File: src/rtl/uart_cmd_decoder.sv
// Decodes 0x55 0xA5 addr data_hi data_lo [checksum] byte frames into one register write each.
// Define UART_CMD_CHECKSUM_EN to add and verify the trailing checksum byte (6-byte frames).
module uart_cmd_decoder #(
    parameter int TIMEOUT_CYCLES = 50000
) (
    input  logic        clk,
    input  logic        reset_n,
    input  logic [7:0]  data_byte,
    input  logic        rx_done,
    output logic [7:0]  reg_addr,
    output logic [15:0] reg_wdata,
    output logic        reg_wr,
    output logic        frame_err,
    output logic        busy
);

    localparam int CNT_W = $clog2(TIMEOUT_CYCLES);
    localparam logic [CNT_W-1:0] CNT_LAST = CNT_W'(TIMEOUT_CYCLES - 1);

    localparam logic [7:0] HDR1_BYTE = 8'h55;
    localparam logic [7:0] HDR2_BYTE = 8'hA5;

    typedef enum logic [2:0] {
        ST_IDLE,
        ST_HDR2,
        ST_ADDR,
        ST_DHI,
`ifdef UART_CMD_CHECKSUM_EN
        ST_DLO,
        ST_CSUM
`else
        ST_DLO
`endif
    } state_e;

    state_e             state_q,     state_d;
    logic [CNT_W-1:0]   cnt_q,       cnt_d;
    logic [7:0]         addr_sh_q,   addr_sh_d;
    logic [7:0]         dhi_sh_q,    dhi_sh_d;
`ifdef UART_CMD_CHECKSUM_EN
    logic [7:0]         dlo_sh_q,    dlo_sh_d;
    logic [7:0]         csum_calc;
`endif
    logic [7:0]         reg_addr_q,  reg_addr_d;
    logic [15:0]        reg_wdata_q, reg_wdata_d;
    logic               reg_wr_q,    reg_wr_d;
    logic               frame_err_q, frame_err_d;
    logic               timeout_hit;

`ifdef UART_CMD_CHECKSUM_EN
    // 8-bit sum wraps naturally, giving the mod-256 checksum.
    assign csum_calc = addr_sh_q + dhi_sh_q + dlo_sh_q;
`endif

    // A byte arriving on the threshold cycle takes priority over the timeout.
    assign timeout_hit = (state_q != ST_IDLE) && !rx_done && (cnt_q == CNT_LAST);

    always_comb begin
        // NOTE: every signal gets a default first so no path leaves it unassigned (no latches).
        state_d     = state_q;
        addr_sh_d   = addr_sh_q;
        dhi_sh_d    = dhi_sh_q;
`ifdef UART_CMD_CHECKSUM_EN
        dlo_sh_d    = dlo_sh_q;
`endif
        reg_addr_d  = reg_addr_q;
        reg_wdata_d = reg_wdata_q;
        reg_wr_d    = 1'b0;
        frame_err_d = 1'b0;

        if ((state_q == ST_IDLE) || rx_done) begin
            cnt_d = '0;
        end else begin
            cnt_d = cnt_q + CNT_W'(1);
        end

        if (timeout_hit) begin
            state_d     = ST_IDLE;
            frame_err_d = 1'b1;
            cnt_d       = '0;
            addr_sh_d   = 8'h00;
            dhi_sh_d    = 8'h00;
`ifdef UART_CMD_CHECKSUM_EN
            dlo_sh_d    = 8'h00;
`endif
        end else if (rx_done) begin
            unique case (state_q)
                ST_IDLE: begin
                    if (data_byte == HDR1_BYTE) begin
                        state_d = ST_HDR2;
                    end
                end
                ST_HDR2: begin
                    if (data_byte == HDR2_BYTE) begin
                        state_d = ST_ADDR;
                    end else if (data_byte != HDR1_BYTE) begin
                        state_d = ST_IDLE;
                    end
                end
                ST_ADDR: begin
                    addr_sh_d = data_byte;
                    state_d   = ST_DHI;
                end
                ST_DHI: begin
                    dhi_sh_d = data_byte;
                    state_d  = ST_DLO;
                end
`ifdef UART_CMD_CHECKSUM_EN
                ST_DLO: begin
                    dlo_sh_d = data_byte;
                    state_d  = ST_CSUM;
                end
                ST_CSUM: begin
                    if (data_byte == csum_calc) begin
                        reg_addr_d  = addr_sh_q;
                        reg_wdata_d = {dhi_sh_q, dlo_sh_q};
                        reg_wr_d    = 1'b1;
                    end else begin
                        frame_err_d = 1'b1;
                    end
                    state_d = ST_IDLE;
                end
`else
                ST_DLO: begin
                    reg_addr_d  = addr_sh_q;
                    reg_wdata_d = {dhi_sh_q, data_byte};
                    reg_wr_d    = 1'b1;
                    state_d     = ST_IDLE;
                end
`endif
                default: begin
                    state_d = ST_IDLE;
                end
            endcase
        end
    end

    always_ff @(posedge clk or negedge reset_n) begin
        if (!reset_n) begin
            state_q     <= ST_IDLE;
            cnt_q       <= '0;
            addr_sh_q   <= 8'h00;
            dhi_sh_q    <= 8'h00;
`ifdef UART_CMD_CHECKSUM_EN
            dlo_sh_q    <= 8'h00;
`endif
            reg_addr_q  <= 8'h00;
            reg_wdata_q <= 16'h0000;
            reg_wr_q    <= 1'b0;
            frame_err_q <= 1'b0;
        end else begin
            // NOTE: non-blocking assignments so every flop samples pre-edge values.
            state_q     <= state_d;
            cnt_q       <= cnt_d;
            addr_sh_q   <= addr_sh_d;
            dhi_sh_q    <= dhi_sh_d;
`ifdef UART_CMD_CHECKSUM_EN
            dlo_sh_q    <= dlo_sh_d;
`endif
            reg_addr_q  <= reg_addr_d;
            reg_wdata_q <= reg_wdata_d;
            reg_wr_q    <= reg_wr_d;
            frame_err_q <= frame_err_d;
        end
    end

    assign reg_addr  = reg_addr_q;
    assign reg_wdata = reg_wdata_q;
    assign reg_wr    = reg_wr_q;
    assign frame_err = frame_err_q;
    assign busy      = (state_q != ST_IDLE);

endmodule
File: config.mk
export PLATFORM = sky130hd
export DESIGN_NAME = uart_cmd_decoder
export DESIGN_NICKNAME = d
export VERILOG_FILES = /design/src/rtl/uart_cmd_decoder.sv
export SDC_FILE = /design/constraint.sdc
export NUM_CORES = 1
export LEC_CHECK = 0
export ABC_CLOCK_PERIOD_IN_PS = 2300
export BUFFER_PORTS_ARGS = -buffer_cell sky130_fd_sc_hd__clkbuf_2
export CORE_MARGIN = 5
export CORE_UTILIZATION = 30
export DETAILED_ROUTE_END_ITERATION = 8
export SYNTH_ARGS = -nofsm -noshare
export SYNTH_HDL_FRONTEND = slang
export SYNTH_SLANG_ARGS = --single-unit
File: constraint.sdc
create_clock -name clk -period 2.3 [get_ports clk]
set_input_delay 0.23 -clock clk [delete_from_list [all_inputs] [get_ports clk]]
set_output_delay 0.23 -clock clk [all_outputs]
set_load 0.1 [all_outputs]
Word level (Yosys, flattened, before mapping):

Index checks and enable logic that the tools add are counted.

* add/subtract/negate cells: 1
* bitwise gates (word level): 1
* reduce and logical (&&, ||, !) cells: 13
* equal/unequal tests: 10
* multiplexer cells: 18

Operator list (number)
* two-way mux 8 bit: 6
* two-way mux 16 bit: 2
* adder 16 x 1 -> 16 bit, second input constant: 1
* == test 16 bit, second input constant: 1
* two-way mux 3 bit: 5
* one-hot mux 3 bit (4 select lines): 1
* == test 8 x 7 -> 1 bit, second input constant: 1
* == test 8 bit, second input constant: 1
* inequality test 8 x 7 -> 1 bit, second input constant: 1
* == test 3 x 2 -> 1 bit, second input constant: 2
* AND reduction 3 bit: 2
* nonzero test 2 bit: 3
* two-way mux 1 bit: 4
* inequality test 4 bit, second input constant: 1
* AND reduction 2 bit: 2
* == test 3 x 1 -> 1 bit, second input constant: 1
* == test 3 bit, second input constant: 1
* logical NOT 3 bit: 1
* inequality test 3 x 2 -> 1 bit, second input constant: 1
* nonzero test 3 bit: 1
* logical AND 1 bit: 2
* logical NOT 1 bit: 1
* logical OR 1 bit: 1
* NOT 1 bit: 1

* bits of input ports: 11
* register bits: 61
* output and inout bits: 27

Longest topological paths before layout:

* word-level depth: 6
* depth in mapped cells: 6
* mapped depth without buffers: 5

Worst setup path after synthesis:

OpenSTA, ideal clock, no wires.

* path type: register -> register
* start: register cnt_q[7]
* end: register dhi_sh_q[7]
* stages on the path, launching flop included: 6
* setup time: 0.119 ns
* clock period less this slack: 2.112 ns
* data required time: 2.181 ns
* arrival: 1.994 ns
* slack: 0.188 ns
* cells stage by stage: dfrtp_1 or4b_1 or4_4 nor3_4 buf_6 nor2_1

* longest elaborated chain between the ends: 4
* elaborated cells on any way between the ends: 6
* classes of those cells: 1 x eq/ne; 1 x mux; 4 x reduce/logical

RTL lines
* start: declaration: line 37 `logic [CNT_W-1:0] cnt_q, cnt_d;`
* start signal: assignment: line 154 `cnt_q <= cnt_d;`
* == test 16 bit *: line 56 `assign timeout_hit = (state_q != ST_IDLE) && !rx_done && (cnt_q == CNT_LAST);`
* logical AND 1 bit *: line 56
* nonzero test 2 bit (no source line)
* AND reduction 2 bit (no source line)
* end signal: assignment: line 156 `dhi_sh_q <= dhi_sh_d;`
* end: declaration: line 39 `logic [7:0] dhi_sh_q, dhi_sh_d;`

Mark *: on every way between the ends. The rest lies on a longest branch, timed or not.
A chain may end at the register's enable or synchronous reset.

Worst setup path after layout:

* start: register cnt_q[7]
* end: register addr_sh_q[1]

* longest elaborated chain between the ends: 4
* elaborated cells on any way between the ends: 6
* classes of those cells: 1 x eq/ne; 1 x mux; 4 x reduce/logical

RTL lines
* == test 16 bit *: line 56
* logical AND 1 bit *: line 56
* nonzero test 2 bit (no source line)
* AND reduction 2 bit (no source line)
* end signal: assignment: line 155 `addr_sh_q <= addr_sh_d;`
* end: declaration: line 38 `logic [7:0] addr_sh_q, addr_sh_d;`

Marks and branches as above.

==> flow_summary.toml <==
[clock_tree]
worst_skew_pair.late_latency_ns = 0.33
tritoncts = "yes"
clk_path_buf_depth = 2
postCtsSetupBuffers = 0
cts_repair_resize_count = 0
postCtsHoldBufs = 0
cts.sinks = 61
cts_inserted_buffers = 9
clk_pin_slew_ns = 0.07
cts-root-buf = "clkbuf_8"
htree_levels = 3

[worst_setup_path]
crit_type = "register to register"
crit_path_end_kind = "register"
critPathRequiredTime_ns = 2.52
cp_data_arrival_time_ns = 2.30
cp-start-kind = "register"
cp_max_fo = 18

[final_layout]
multi_input_area_um2 = 995
layout_commonest_cell = "dfrtp_1"
layout_common_cells = "dfrtp_1 (61), clkbuf_2 (37), nor2_1 (35)"
num-nets-final = 267
seq_area_um2 = 1530
area_growth_pct = 22.6
final_area_um2 = 3150
fillers = 802
final_layout_size_suffix_gt1_frac = 0.331
num_antenna_cells = 0
fin_util = 0.380

[global_routing]
use_met3 = 0.0338
busiest_layer = "met2"
gr-usage-met1 = 0.145
grt_pass1_vias = 1758
grt_pass1_wl_mm = 8.62
grt_max_degree = 62
grt_use_total = 0.107
gr-total-overflow = 0
grt_use_met2 = 0.151
antenna_found_initial = 0

[sta]
setup_ws_ns = 0.221
fin_skew_ns = 0.00853
hold_violations = 0
timing.setup.tns_ns = 0
whs_ns = 0.0451
period_needed_ns = 2.08
fmaxAchievable_mhz = 481
fin_crit_sh = 0.904
setup_viol = 0
drv_slew = 0
slew_headroom = 0.489
rsz0062_at_grt = "false"
worst_pin_slew_ns = 0.767

[place]
place_area_um2 = 2910
gp_congestion = 0.775
hpwl_mm = 3.56
place.port_buffers = 37
pre_cts_ws_ns = 0.219

[route]
vias_per_cell = 4.70
wire_per_inst_um = 14.1
drc = 0
wl_mm = 5.15
firstDrtPassIters = 4
ant_nets = 0
drt_iter0_drc = 75
via_count = 1714

[die]
dieArea_um2 = 10500
die_h_um = 103
core_region_area_um2 = 8300
rows = 33
die_x_um = 103
start_util = 0.310
io_pins = 38

[run_status]
status = "completed"

[power]
ir_drop_mv = 0.238
p_leak_nw = 1.56
power.density_nw_per_um2 = 717

[synthesis]
synthesis.nets = 220
yosys_warnings = 0
yosysSeqAreaShare = 0.594
synth-seq-cells = 61
yosysUniqueCellTypes = 28
netlist_area_um2 = 2570
synth.avg_cell_area_um2 = 12.4
syn_inst = 208

[job]
drv_cap = 0

[hold_path]
worstHoldPathType = "input pin to async pin"
-- critical path, stage by stage (launching register included) --
cell and delay [ns]:
dfrtp_1 0.44, or4b_1 0.51, or4_4 0.58, nor3_4 0.21, buf_12 0.17, nor2_1 0.06
-- final cells by class --
cell class / count / share of cell area
Clock buffer: 10 / 0.0405
Clock inverter: 6 / 0.0353
Inverter: 5 / 0.00595
Multi-Input combinational cell: 135 / 0.315
Sequential cell: 61 / 0.484
Tap cell: 105 / 0.0417
Timing Repair Buffer: 43 / 0.0770
-- final timing paths --
kind,from,to,slack [ns],cells past startpoint
setup / recovery,cnt_q[7]$_DFF_PN0_,addr_sh_q[1]$_DFFE_PN0P_,0.22,5
hold / removal,reset_n,reg_addr[0]$_DFFE_PN0P_,0.05,2
setup reg to reg,cnt_q[7]$_DFF_PN0_,addr_sh_q[1]$_DFFE_PN0P_,0.22,5
hold reg to reg,reg_wdata[10]$_DFFE_PN0P_,reg_wdata[10]$_DFFE_PN0P_,0.51,1
max in group asynchronous,reset_n,cnt_q[14]$_DFF_PN0_,1.73,2
min in group clk,rx_done,cnt_q[2]$_DFF_PN0_,0.19,2
-- synthesized netlist by cell type (all sizes together) --
cell type / count / area (um^2)
nor4bb: 2 / 20.0
clkbuf: 4 / 15.0
dfrtp: 61 / 1530
nor2b: 2 / 12.5
inv: 5 / 18.8
ha: 1 / 12.5
and3: 2 / 12.5
mux2: 24 / 270
or4: 1 / 11.3
nor4: 4 / 25.0
o21ai: 1 / 5.00
a21bo: 1 / 10.0
or4b: 2 / 20.0
nand3: 6 / 30.0
a22o: 2 / 17.5
nand4bb: 1 / 11.3
nand2: 6 / 22.5
xnor2: 13 / 114
mux2i: 16 / 160
buf: 3 / 21.3
a21oi: 1 / 5.00
nand4: 5 / 31.3
nor3: 8 / 51.3
nor2: 35 / 131
xor2: 1 / 8.76
nand3b: 1 / 7.51
-- per-stage QoR --
stage                     total power [mW]  instances
final                                 2.26        365
after global routing                  2.34        365
after CTS                             2.29        365
after detailed placement              1.15        349
after global placement                1.14        349
after floorplan                       1.10        208
-- logic make-up after synthesis --
kind of cell / Yosys count / share of synthesized area
simple gates: 75 / 0.150
xor+xnor: 14 / 0.0477
compound gates: 5 / 0.0146
buf+inv: 12 / 0.0214
fa+ha+maj: 1 / 0.00487
flops: 61 / 0.594
mux: 40 / 0.167
-- registers in the layout (all words and copies together), names as in the netlist --
name / cells
state_q: 3
reg_wr: 1
dhi_sh_q: 8
frame_err: 1
reg_wdata: 16
reg_addr: 8
cnt_q: 16
addr_sh_q: 8
-- where the power goes --
part | total, mW | switching, mW | internal, mW | leakage, nW
Sequential | 1.07 | 0.000529 | 1.07 | 0.853
Combinational | 0.0484 | 0.0370 | 0.0114 | 0.588
Clock | 1.14 | 0.419 | 0.720 | 0.116
-- metal layers --
metal | routed length (um) | up-vias
li1 | - | 817
met1 | 2540 | 851
met2 | 2220 | 36
met3 | 261 | 10
met4 | 130 | 0
met5 | 0 | -
Power figures use the tool's default switching activity.
